### config.mk
export PLATFORM = sky130hd
export DESIGN_NAME = fifo_port_scheduler
export DESIGN_NICKNAME = d
export VERILOG_FILES = /design/src/rtl/fifo_port_scheduler.sv
export SDC_FILE = /design/constraint.sdc
export NUM_CORES = 1
export LEC_CHECK = 0
export CORE_MARGIN = 4
export CORE_UTILIZATION = 48
export DETAILED_ROUTE_END_ITERATION = 6
export PLACE_DENSITY = 0.89
export SYNTH_ARGS = -nofsm -noshare
export SYNTH_HDL_FRONTEND = slang
export SYNTH_SLANG_ARGS = --single-unit
### constraint.sdc
create_clock -name clk -period 7.2 [get_ports clk]
set_input_delay 0.72 -clock clk [delete_from_list [all_inputs] [get_ports clk]]
set_output_delay 0.72 -clock clk [all_outputs]
set_load 0.005 [all_outputs]
### src/rtl/fifo_port_scheduler.sv
// Paces one shared BRAM FIFO and round-robins its read port over NUM_REQ
// requesters. Ports: clk/rst_n, wr_valid/wr_ready/wr_data producer side,
// req/rsp_valid/rsp_data consumer side, count/empty/full occupancy,
// underrun_count stats, fifo_rst/fifo_wr/fifo_din/fifo_rd/fifo_dout to
// the FIFO. Define FIFO_SCHED_STATS_EN to build the underrun counter.
module fifo_port_scheduler #(
  parameter int WIDTH   = 16,
  parameter int DEPTH   = 512,
  parameter int NUM_REQ = 4,
  localparam int CW     = $clog2(DEPTH + 1),
  localparam int GW     = $clog2(NUM_REQ)
) (
  input  logic               clk,
  input  logic               rst_n,
  input  logic               wr_valid,
  output logic               wr_ready,
  input  logic [WIDTH-1:0]   wr_data,
  input  logic [NUM_REQ-1:0] req,
  output logic [NUM_REQ-1:0] rsp_valid,
  output logic [WIDTH-1:0]   rsp_data,
  output logic [CW-1:0]      count,
  output logic               empty,
  output logic               full,
  output logic [15:0]        underrun_count,
  output logic               fifo_rst,
  output logic               fifo_wr,
  output logic [WIDTH-1:0]   fifo_din,
  output logic               fifo_rd,
  input  logic [WIDTH-1:0]   fifo_dout
);

  localparam logic [1:0] W_IDLE    = 2'd0;
  localparam logic [1:0] W_PULSE   = 2'd1;
  localparam logic [1:0] W_GAP     = 2'd2;

  localparam logic [1:0] R_IDLE    = 2'd0;
  localparam logic [1:0] R_ISSUE   = 2'd1;
  localparam logic [1:0] R_WAIT    = 2'd2;
  localparam logic [1:0] R_CAPTURE = 2'd3;

  logic [1:0]    rst_sync;
  logic [1:0]    wstate;
  logic [1:0]    rstate;
  logic [GW-1:0] rr_ptr;
  logic [GW-1:0] pick;
  logic          pick_ok;
  logic [GW:0]   cand;
  logic          inc;
  logic          dec;

  // FIFO reset asserts at once, releases two edges after rst_n rises
  always_ff @(posedge clk or negedge rst_n) begin
    if (!rst_n) rst_sync <= 2'b11;
    else        rst_sync <= {rst_sync[0], 1'b0};
  end

  assign fifo_rst = rst_sync[1];

  assign empty    = (count == '0);
  assign full     = (count == CW'(DEPTH));
  assign wr_ready = (wstate == W_IDLE) && !full && !fifo_rst;
  assign fifo_wr  = (wstate == W_PULSE);
  assign fifo_rd  = (rstate == R_ISSUE);
  assign inc      = fifo_wr;
  assign dec      = fifo_rd;

  always_ff @(posedge clk or negedge rst_n) begin
    if (!rst_n) begin
      wstate   <= W_IDLE;
      fifo_din <= '0;
    end else if (fifo_rst) begin
      wstate   <= W_IDLE;
    end else begin
      unique case (wstate)
        W_IDLE: begin
          if (wr_valid && wr_ready) begin
            fifo_din <= wr_data;
            wstate   <= W_PULSE;
          end
        end
        W_PULSE: wstate <= W_GAP;
        default: wstate <= W_IDLE;
      endcase
    end
  end

  // Round-robin search starting one past the last grant
  always_comb begin
    pick    = '0;
    pick_ok = 1'b0;
    cand    = '0;
    for (int i = 1; i <= NUM_REQ; i++) begin
      cand = {1'b0, rr_ptr} + (GW+1)'(i);
      if (cand >= (GW+1)'(NUM_REQ))
        cand = cand - (GW+1)'(NUM_REQ);
      if (!pick_ok && req[cand[GW-1:0]]) begin
        pick    = cand[GW-1:0];
        pick_ok = 1'b1;
      end
    end
  end

  // No grant in the response cycle: the answered requester
  // may still be holding req there.
  always_ff @(posedge clk or negedge rst_n) begin
    if (!rst_n) begin
      rstate    <= R_IDLE;
      rr_ptr    <= GW'(NUM_REQ - 1);
      rsp_valid <= '0;
      rsp_data  <= '0;
    end else if (fifo_rst) begin
      rstate    <= R_IDLE;
      rsp_valid <= '0;
    end else begin
      rsp_valid <= '0;
      unique case (rstate)
        R_IDLE: begin
          if (!(|rsp_valid) && !empty && pick_ok) begin
            rr_ptr <= pick;
            rstate <= R_ISSUE;
          end
        end
        R_ISSUE: rstate <= R_WAIT;
        R_WAIT:  rstate <= R_CAPTURE;
        default: begin
          rsp_data  <= fifo_dout;
          rsp_valid <= NUM_REQ'(1) << rr_ptr;
          rstate    <= R_IDLE;
        end
      endcase
    end
  end

  always_ff @(posedge clk or negedge rst_n) begin
    if (!rst_n)             count <= '0;
    else if (fifo_rst)      count <= '0;
    else if (inc && !dec)   count <= count + CW'(1);
    else if (dec && !inc)   count <= count - CW'(1);
  end

`ifdef FIFO_SCHED_STATS_EN
  logic [15:0] urun_q;

  always_ff @(posedge clk or negedge rst_n) begin
    if (!rst_n) begin
      urun_q <= '0;
    end else if (!fifo_rst && rstate == R_IDLE
                 && |req && empty
                 && urun_q != 16'hFFFF) begin
      urun_q <= urun_q + 16'd1;
    end
  end

  assign underrun_count = urun_q;
`else
  assign underrun_count = '0;
`endif

endmodule

# Yosys cells after proc, flatten, opt, wreduce, memory -nomap -nowiden
# Cells that the tools add are included.
[classes]
order_cmp = 8
n_reduce_logical = 28
eq_ne = 6
bitwise_logic = 2
n_addsub = 10
n_shift = 1
n_mux = 31
[ops]
columns = ["op", "count"]
rows = [
  ["10-bit two-way mux", 3],
  ["2-bit two-way mux", 12],
  ["3-bit greater-or-equal comparator (second input constant)", 4],
  ["2-bit by 3-bit less-than comparator with 1-bit output (second input constant)", 4],
  ["10-bit by 1-bit adder with 10-bit output (second input constant)", 1],
  ["10-bit equality test (second input constant)", 1],
  ["1-bit logical AND", 10],
  ["10-bit zero test", 1],
  ["10-bit by 1-bit subtractor with 10-bit output (second input constant)", 1],
  ["1-bit zero test", 9],
  ["1-bit binary-select mux with 2-bit select", 4],
  ["1-bit two-way mux", 8],
  ["4-bit two-way mux", 2],
  ["2-bit by 1-bit subtractor with 2-bit output (second input constant)", 4],
  ["2-bit by 2-bit adder with 3-bit output (second input constant)", 2],
  ["2-bit one-hot mux with 3 select lines", 1],
  ["3-bit AND reduction", 2],
  ["2-bit by 1-bit equality test with 1-bit output (second input constant)", 2],
  ["2-bit zero test", 2],
  ["2-bit one-hot mux with 2 select lines", 1],
  ["4-bit OR reduction", 1],
  ["1-bit by 2-bit left shift with 4-bit output (first input constant)", 1],
  ["2-bit by 1-bit adder with 3-bit output (second input constant)", 1],
  ["2-bit by 3-bit adder with 3-bit output (second input constant)", 1],
  ["other kinds (7)", 8],
]
[totals]
register_bits = 54
elab_cells = 94

# Depth between registers and ports, before layout
[logic_depth]
depth_word = 19
ltp_mapped = 9

# Worst setup path before layout
# No wires, ideal clock.
[synth_timing]
path_type = "register -> register"
from = "register rstate[0]"
to = "register count[7]"
required_ns = 7.075
period_less_slack_ns = 2.650
slack_ns = 4.550
arrival_time_ns = 2.525
path_stages_with_launch = 9
cell_sequence = "dfrtp_1 > ha_1 > or2_1 > ha_1 > and2_1 > a221o_1 > o2111ai_1 > nand2_1 > a2111oi_0"
[synth_via]
elab_chain_len = 5
elab_cells_between_ends = 7
classes_between = "1 x eq/ne; 2 x mux; 4 x reduce/logical"
[synth_lines]
columns = ["item", "line_no", "source"]
rows = [
  ["start, declared", "43", "logic [1:0] rstate;"],
  ["start signal, assigned", "107", "rstate <= R_IDLE;"],
  ["start signal, assigned", "112", "rstate <= R_IDLE;"],
  ["start signal, assigned", "120", "rstate <= R_ISSUE;"],
  ["2-bit by 1-bit equality test with 1-bit output (*)", "63", "assign fifo_rd = (rstate == R_ISSUE);"],
  ["named net fifo_rd", "28", "output logic fifo_rd,"],
  ["1-bit zero test", "137", "else if (inc && !dec) count <= count + CW'(1);"],
  ["1-bit logical AND", "137", ""],
  ["10-bit two-way mux", "137", ""],
  ["10-bit two-way mux", "136", "else if (fifo_rst) count <= '0;"],
  ["end signal, assigned", "137", ""],
  ["end signal, assigned", "138", "else if (dec && !inc) count <= count - CW'(1);"],
  ["end, declared", "21", "output logic [CW-1:0] count,"],
]
# The timed path passes the listed nets; every way through them passes the cells marked *.
# A chain may end at the register's enable or synchronous reset.

# Worst setup path after layout
[layout_timing]
from = "register rstate[1]"
to = "register count[7]"
[layout_via]
elab_chain_len = 5
elab_cells_between_ends = 7
classes_between = "1 x eq/ne; 2 x mux; 4 x reduce/logical"
[layout_lines]
columns = ["item", "line_no"]
rows = [
  ["2-bit by 1-bit equality test with 1-bit output (*)", "63"],
  ["1-bit zero test", "137"],
  ["1-bit logical AND", "137"],
  ["10-bit two-way mux", "137"],
  ["10-bit two-way mux", "136"],
]
# Every way passes the cells marked *; elsewhere a longest branch is shown, timed or not.

==> run metrics <==
CP startpoint rstate[1]; GR peak layer met2; TritonRoute pass-1 iters 6; critical path launch point type register; vias in the first global route 2341; area leader, netlist dfrtp_1; TritonCTS clock tree done; RePlAce Congestion 0.891; filler cell count 484; setup repair bufs after CTS 0; All-Layer GR Usage 0.180; Initial Utilization 0.494; worst setup margin 4.27 ns; met1 Use GR 0.214; initial antenna violation count 0; worst hold slack 0.361 ns; Area growth, synth to finish 33.6%; Routed Antenna Nets 0; Post-Synthesis Cells 249; Synth Register Bits 54; Avg Vias per Cell 5.53; DRT iter0 DRCs 101; CP Data Arrival Time 3.11 ns; Num CTS Buffers 5; CTS clk-pin slew, worst paths 0.10 ns; Crit path max-delay family compound AO/OA/AOI/OAI gates; Rel. slew slack 0.357; Die Ht 86.1 µm; Final min period 2.93 ns; Yosys Warn Count 0; critical path endpoint category register; clock root buffer master clkbuf_8; TNS Setup 0 ns; Mapped Avg Cell Area 11.7 µm²; worst skew pair latency 0.30 ns; synth top area cells dfrtp_1 (43%), mux2_2 (8.9%), ha_1 (6.4%), buf_4 (4.1%), dfstp_2 (3.6%); Final Util 0.660; CTS Hold Bufs 0; Leak 1.72 nW; CTS sink cnt 54; Die X 86.1 µm; Reg-to-Reg Start rstate[1]; DR DRC count 0; fin nets 394; number of flops mapped to enable cells by yosys 0; CTS HTree Levels 2; most frequent cell after synthesis dfrtp_1; Worst EP required 7.39 ns; antenna cells 0; WS Path Type reg2reg; Post-CTS Resized 0; DP Worst Slack 4.27 ns; measured slew at the worst slew-check pin 0.960 ns; top-area cell type share of the netlist area 0.428; Cell Area, Synth 2920 µm²; FF/Latch Area 1360 µm²; Max stage delay on crit path 0.41 ns; HPWL Detailed 5000 µm; layout cells sized above 1 0.124; area of the multi-input gates 1430 µm²; Routed wire per std cell 15.9 µm; Slowest cell on crit path or2_1; clk_skew 0.00737 ns; first-pass GRT wire length 10800 µm; HP Start rst_sync[0]; hold depth 0; Async SR Flop Fraction 1.00; sequential area share after synthesis 0.464; commonest cells in the netlist dfrtp_1 (50), mux2_2 (23), buf_4 (16), ha_1 (15); placed cell area 3820 µm²; Max FO, Critical Path 10; Pwr Density 365 nW/µm²; fmax 342 MHz; Crit path top cell by count ha_1; final setup violation count 0; CORE AREA 5920 µm²; final period utilization 0.406; I/O pin cnt 107; status finished, final reports clean; final max-slew violation count 0; ys flop type dfrtp_1; FP Rows 28; IO buf count 90; Final Hold Viols 0; RSZ-0062 raised after global routing false; Buf+Inv Stages, Crit Path 1; Yosys cell types 56; largest net degree at the start of global routing 55; Via Count 2289; hold crit path type reg2reg; GR Util met3 0.0548; Design Area, Final 3910 µm²; CTS Buffer Depth 2; GR met2 Demand/Resource 0.317; max-cap violations 0; Congestion Overflow GR 0; worst reg2reg path depth 9; VDD IR-drop max 0.225 mV; final wirelength 6570 µm; critical path depth 9; Die Area 7400 µm²; critical-path cell list inv_1 > ha_1 > or2_1 > ha_1 > and2_1 > a221o_1 > o2111ai_1 > nand2_1 > a2111oi_0
path summary, 6_finish.rpt:
check,to,slack (ns)
setup reg to reg,count[7],4.27
max in group asynchronous,fifo_din[10],6.21
setup / recovery,count[7],4.27
min in group asynchronous,count[5],0.53
hold / removal,rst_sync[1],0.36
hold reg to reg,rst_sync[1],0.36
worst reg2reg max path, stage by stage (launching register included):
cell and delay, ns:
dfrtp_1 0.38, inv_1 0.07, ha_1 0.27, or2_1 0.41, ha_1 0.38, and2_1 0.20
a221o_1 0.37, o2111ai_1 0.27, nand2_1 0.11, a2111oi_0 0.34
report_power, final:
| part | total [W] | leakage (nW) | switching, W | internal, W |
|---|---|---|---|---|
| clock network | 0.000167 | 0.0444 | 0.0000992 | 0.0000675 |
| registers | 0.000501 | 0.667 | 0.0000855 | 0.000415 |
| logic | 0.000760 | 1.01 | 0.000326 | 0.000433 |
cells in the final DEF, fill, tap and decap left out, types with 2 or more instances in the layout:
cell / count
clkdlybuf4s50_1: 89
dfrtp_1: 50
mux2_2: 23
conb_1: 17
ha_1: 15
nor2_1: 12
nand2_1: 12
inv_1: 10
mux2_1: 9
a21oi_1: 9
and2_1: 5
nor4_1: 5
nor3_1: 5
xnor2_1: 5
clkbuf_8: 5
and3_1: 4
nand3_1: 4
dfstp_2: 4
nor3b_1: 3
a211oi_1: 3
a21o_1: 3
o21ai_0: 3
or2_1: 2
mux4_1: 2
mux4_2: 2
mux2i_1: 2
o211ai_1: 2
o41ai_1: 2
or3_1: 2
o21a_1: 2
or4_1: 2
registers in the layout (all words and copies together), names as in the netlist:
name and count:
fifo_din 16, rsp_data 16, count 10, rsp_valid 4, rr_ptr 2, rst_sync 2
rstate 2, wstate 2
final cells by class:
type	instances	area share
clock buffer	5	0.0176
clock inverter	2	0.00352
inverter	10	0.00961
multi-input combinational	177	0.367
sequential	54	0.347
tap	75	0.0240
timing repair buffer	91	0.231
metal layers:
layer,share of wire,vias up
met5,0,-
met4,0.015,0
met3,0.093,11
met2,0.51,100
met1,0.38,1130
li1,-,1048
per-stage QoR:
stage                     std cells  power (W)
after floorplan                 265   0.000939
after global placement          407    0.00123
after detailed placement        407    0.00127
after CTS                       414    0.00144
after global routing            414    0.00154
final                           414    0.00143
cell families after synthesis:
family	share of synthesized area
AND/OR/NAND/NOR	0.127
flip-flops	0.464
multiplexers	0.163
AO/OA/AOI/OAI	0.0881
buffers and inverters	0.0672
adder cells (fa/ha/maj)	0.0710
XOR/XNOR	0.0180
other	0.00128
Note: power is estimated with default switching activity, not from simulation.
